$ cat src/rtl/baby_store_arbiter.sv
// baby_store_arbiter: shares the single-port main store between the CPU,
// the front-panel entry port and the CRT display scanner, and runs the
// panel clear-store sweep. Read data returns one cycle after the grant.
module baby_store_arbiter #(
  parameter int DWIDTH = 32,
  parameter int AWIDTH = 5
) (
  input  logic              clk,
  input  logic              mrst_n,
  input  logic              cpu_req,
  input  logic              cpu_we,
  input  logic [AWIDTH-1:0] cpu_a,
  input  logic [DWIDTH-1:0] cpu_d,
  output logic              cpu_gnt,
  output logic              cpu_rvalid,
  output logic [DWIDTH-1:0] cpu_q,
  input  logic              pnl_req,
  input  logic [AWIDTH-1:0] pnl_a,
  input  logic [DWIDTH-1:0] pnl_d,
  output logic              pnl_gnt,
  input  logic              pnl_clr,
  output logic              clr_busy,
  input  logic              disp_en,
  output logic              disp_valid,
  output logic [AWIDTH-1:0] disp_line,
  output logic [DWIDTH-1:0] disp_q,
  output logic [AWIDTH-1:0] st_a,
  output logic [DWIDTH-1:0] st_d,
  output logic              st_we,
  input  logic [DWIDTH-1:0] st_q
);

  typedef enum logic {IDLE, CLEAR} state_t;
  typedef enum logic [1:0] {OWN_NONE, OWN_CPU, OWN_DISP} owner_t;
  typedef enum logic {WIN_CPU, WIN_PNL} win_t;

  localparam logic [AWIDTH-1:0] LAST_LINE = '1;
  localparam logic [AWIDTH-1:0] ONE       = {{(AWIDTH-1){1'b0}}, 1'b1};

  state_t            state, state_nxt;
  owner_t            rd_owner, rd_owner_nxt;
  win_t              last_win, last_win_nxt;
  logic [AWIDTH-1:0] scan_ptr, scan_ptr_nxt;
  logic [AWIDTH-1:0] clr_ptr, clr_ptr_nxt;
  logic              cpu_gnt_raw, pnl_gnt_raw, st_we_raw, disp_rd;
  logic [DWIDTH-1:0] cpu_q_hold, disp_q_hold;

  // Decide this cycle's single store access and the next-state values.
  always_comb begin
    state_nxt    = state;
    rd_owner_nxt = OWN_NONE;
    last_win_nxt = last_win;
    scan_ptr_nxt = scan_ptr;
    clr_ptr_nxt  = clr_ptr;
    cpu_gnt_raw  = 1'b0;
    pnl_gnt_raw  = 1'b0;
    st_we_raw    = 1'b0;
    disp_rd      = 1'b0;
    st_a         = scan_ptr;
    st_d         = '0;
    case (state)
      CLEAR: begin
        st_a      = clr_ptr;
        st_we_raw = 1'b1;
        if (clr_ptr == LAST_LINE) begin
          state_nxt   = IDLE;
          clr_ptr_nxt = '0;
        end else begin
          clr_ptr_nxt = clr_ptr + ONE;
        end
      end
      default: begin
        if (pnl_clr) state_nxt = CLEAR;
        if (cpu_req && (!pnl_req || last_win == WIN_PNL)) begin
          cpu_gnt_raw  = 1'b1;
          st_a         = cpu_a;
          st_d         = cpu_d;
          st_we_raw    = cpu_we;
          last_win_nxt = WIN_CPU;
          rd_owner_nxt = cpu_we ? OWN_NONE : OWN_CPU;
        end else if (pnl_req) begin
          pnl_gnt_raw  = 1'b1;
          st_a         = pnl_a;
          st_d         = pnl_d;
          st_we_raw    = 1'b1;
          last_win_nxt = WIN_PNL;
        end else if (disp_en) begin
          disp_rd      = 1'b1;
          rd_owner_nxt = OWN_DISP;
          scan_ptr_nxt = scan_ptr + ONE;
        end
      end
    endcase
  end

  // Grants and the store write strobe are held off while reset is asserted.
  assign cpu_gnt = cpu_gnt_raw & mrst_n;
  assign pnl_gnt = pnl_gnt_raw & mrst_n;
  assign st_we   = st_we_raw & mrst_n;

  assign clr_busy   = (state == CLEAR);
  assign cpu_rvalid = (rd_owner == OWN_CPU);
  assign disp_valid = (rd_owner == OWN_DISP);
  assign cpu_q      = cpu_rvalid ? st_q : cpu_q_hold;
  assign disp_q     = disp_valid ? st_q : disp_q_hold;

  // Arbiter state, pointers and read-owner tag.
  always_ff @(posedge clk or negedge mrst_n) begin
    if (!mrst_n) begin
      state     <= IDLE;
      rd_owner  <= OWN_NONE;
      last_win  <= WIN_PNL;
      scan_ptr  <= '0;
      clr_ptr   <= '0;
      disp_line <= '0;
    end else begin
      state    <= state_nxt;
      rd_owner <= rd_owner_nxt;
      last_win <= last_win_nxt;
      scan_ptr <= scan_ptr_nxt;
      clr_ptr  <= clr_ptr_nxt;
      if (disp_rd) disp_line <= scan_ptr;
    end
  end

  // Keep the last returned words so cpu_q/disp_q hold between valid pulses.
  always_ff @(posedge clk or negedge mrst_n) begin
    if (!mrst_n) begin
      cpu_q_hold  <= '0;
      disp_q_hold <= '0;
    end else begin
      if (cpu_rvalid) cpu_q_hold <= st_q;
      if (disp_valid) disp_q_hold <= st_q;
    end
  end

endmodule

$ cat config.mk
export PLATFORM = sky130hd
export DESIGN_NAME = baby_store_arbiter
export DESIGN_NICKNAME = d
export VERILOG_FILES = /design/src/rtl/baby_store_arbiter.sv
export SDC_FILE = /design/constraint.sdc
export NUM_CORES = 1
export LEC_CHECK = 0
export BUFFER_PORTS_ARGS = -buffer_cell sky130_fd_sc_hd__buf_2
export CORE_AREA = 5 5 98 100
export CTS_BUF_LIST = sky130_fd_sc_hd__clkbuf_4 sky130_fd_sc_hd__clkbuf_8
export DETAILED_ROUTE_END_ITERATION = 8
export DIE_AREA = 0 0 103 105
export PLACE_DENSITY = 0.81
export RECOVER_POWER = 100
export SYNTH_ARGS = -nofsm -noshare
export SYNTH_HDL_FRONTEND = slang
export SYNTH_SLANG_ARGS = --single-unit
$ cat constraint.sdc
create_clock -name clk -period 1.6 [get_ports clk]
set_input_delay 0.08 -clock clk [delete_from_list [all_inputs] [get_ports clk]]
set_output_delay 0.08 -clock clk [all_outputs]
set_load 0.05 [all_outputs]
==> reports/qor.yml <==
cp-start-kind: "flip-flop"
fin_skew_ns: 0.0231
viasPerCell: 5.37
place_inst: 591
overflow: 0
drt_iter0_markers: 135
ys_seq_elements: 83
worstMarginPinSlew_ns: 0.954
setup_viol: 113
synthTopCellsByArea: "dfrtp_1, mux2_2, a22o_1"
rr_endpoint: "disp_line[1]"
track_usage_pct: 27.9
rsz0062_at_grt: "true"
endpoint_kind: "output port"
coreArea_sq_mm: 0.00859
yosys-top-cells-count: "dfrtp_1, mux2_2, a22o_1, buf_2, inv_1"
hold_viol: 0
design_area_sq_mm: 0.00697
reg2reg_slack_ns: -0.12
syn_nets: 384
synth_top_area_share_pct: 54.9
drv_slew: 0
hpwl_microns: 8500
failed_checks: "setup timing"
cts_root_buf: "clkbuf_8"
num_io_pins: 225
holdPathStages: 2
fin_ws_ns: -0.262
ant_nets: 0
cellPowerDensity_mw_per_mm2: 1540
htreeDepth: 3
synth-seq-area-share_pct: 55.6
synth.most_common_cell: "dfrtp_1"
first_pass_iters: 4
initial_core_util_pct: 43.5
async_flop_share_pct: 100
nets: 680
grt_pass1_wl_microns: 22700
tns_ns: -21.81
final_layout_size_suffix_gt1_share_pct: 61.5
cap_violations: 0
syn_avg_cell_area_sq_um: 14.0
status: "finished with violations"
crit_fanout: 4
fp.dieW_microns: 103
criticalPathCategory: "flip-flop to output port"
fp-row-count: 34
num_antenna_cells: 0
dpl_cell_area_sq_mm: 0.00523
hp-class: "input pin to flip-flop"
grt_max_degree: 72
cts_made_buffers: 9
io_buffers: 224
routedWlPerCell_microns: 24.1
worstPathArrival_ns: 1.78
relSlewSlack_pct: 36.4
num_vias: 3633
place_congestion: 0.874
postSynthCellCount: 268
synth_top_area_cell: "dfrtp_1"
yosys.cell_types.count: 34
leakagePower_nw: 3.50
netlist_area_sq_mm: 0.00374
synth-warning-count: 0
cts_tree: "done"
grt_pass1_vias: 3940
cts.path.max_buffers: 2
fp.dieArea_sq_mm: 0.0108
cp_data_required_time_ns: 1.52
antenna_found_initial: 0
vdd.ir_drop.worst_mv: 1.45
worstSkewPairLatency_ns: 0.36
min-delay-start: "st_q[27]"
hold_end: "cpu_q_hold[27]"
post-route-period-util_pct: 116
fmax_mhz: 537
syn2layout_area_growth_pct: 86.4
period_needed_ns: 1.86
drt-total-wl_microns: 16300
die_h_microns: 105
clock_sinks: 83
r2r_start: "clr_busy"
rr_worst_depth: 5
fillers: 500
synthFlopType: "dfrtp_1"
synth_edf_count: 0
clk_pin_slew_worst_paths_ns: 0.09
drc: 0
finalNonFillerCells: 677
-- power by group --
| part | switching [W] | internal [W] | total (W) |
|---|---|---|---|
| clock | 0.000850 | 0.000905 | 0.00175 |
| sequential | 0.000268 | 0.00259 | 0.00286 |
| combinational | 0.00366 | 0.00244 | 0.00610 |
| total | 0.00478 | 0.00594 | 0.0107 |
-- how the worst max path moves through the flow --
| stage | end | cells after the start | startpoint | slack (ns) |
|---|---|---|---|---|
| detailed placement | st_d[1] | 4 | last_win | -0.21 |
| floorplan | st_d[25] | 6 | clr_busy | -0.06 |
| CTS | st_a[0] | 5 | last_win | -0.28 |
| global placement | st_d[31] | 4 | last_win | -0.13 |
| global route | st_d[10] | 5 | last_win | -0.34 |
| finish | st_d[2] | 5 | last_win | -0.26 |
-- flip-flops by register name (all words and copies together) (netlist names) --
| signal | cells |
|---|---|
| disp_q_hold | 32 |
| scan_ptr | 5 |
| cpu_q_hold | 32 |
| disp_line | 5 |
| last_win | 1 |
| clr_busy | 1 |
| clr_ptr | 5 |
| rd_owner | 2 |
-- cell families (layout without fill, tap and decap cells) --
family	after synthesis	count (layout)	share of synthesized area, %
compound gates	49	49	10.7
xor+xnor	4	4	0.937
fa+ha+maj	3	3	1.00
buf+inv	27	327	4.45
flops	83	83	55.6
mux	76	76	22.7
simple gates	26	27	4.62
-- metrics by stage --
stage	util [%]	hold slack, ns	setup slack [ns]	power, W
6_report	81.1	0.0282	-0.262	0.0107
5_1_grt	81.1	0.00185	-0.336	0.0111
4_1_cts	79.2	0.000869	-0.285	0.0104
3_5_place_dp	60.8	-0.0434	-0.205	0.00741
3_3_place_gp	60.8	-0.0477	-0.132	0.00731
2_1_floorplan	-	-0.216	-0.0602	0.00631
-- area by class of cell --
class | instances | area (sq um) | share of cell area, %
Inverter | 7 | 26.3 | 0.377
Sequential cell | 83 | 2080 | 29.8
Clock inverter | 7 | 105 | 1.51
Multi-Input combinational cell | 159 | 1810 | 25.9
Clock buffer | 9 | 124 | 1.78
Tap cell | 108 | 135 | 1.94
Timing Repair Buffer | 304 | 2690 | 38.6
-- layout by cell type (no fill, tap or decap), types with 4 or more instances in the layout --
master,instances
nor3_1,6
a221oi_4,4
dfrtp_1,81
o21ai_0,4
buf_4,51
mux2i_1,6
inv_1,7
a22o_4,11
clkbuf_1,5
a22o_2,21
dlygate4sd3_1,31
buf_6,47
mux2_1,55
buf_8,34
buf_12,11
mux2_4,15
nand2_1,4
buf_2,116
clkbuf_8,9
-- routing by layer --
layer	up-vias	GRT usage (%)	routed length (microns)
li1	1577	-	-
met1	1825	33.9	6020
met3	41	5.40	939
met5	-	0	0
met2	190	48.5	8830
met4	0	10.2	540
-- critical path, stage by stage (launching register included) --
cell     delay (ns)
dfstp_2        0.58
a21bo_2        0.22
nor2_4         0.06
buf_4          0.16
a22o_4         0.21
buf_2          0.21
-- repair_timing --
| item | in CTS | in global routing |
|---|---|---|
| cloned | 7 | 2 |
| hold buffers | 29 | 2 |
| resized for setup | 222 | 89 |
| pin swaps | 4 | 6 |
| setup endpoints to repair | 103 | 115 |
| endpoints found under the hold margin | 127 | 2 |
| buffers inserted | 21 | 13 |
Power figures use the tool's default switching activity.
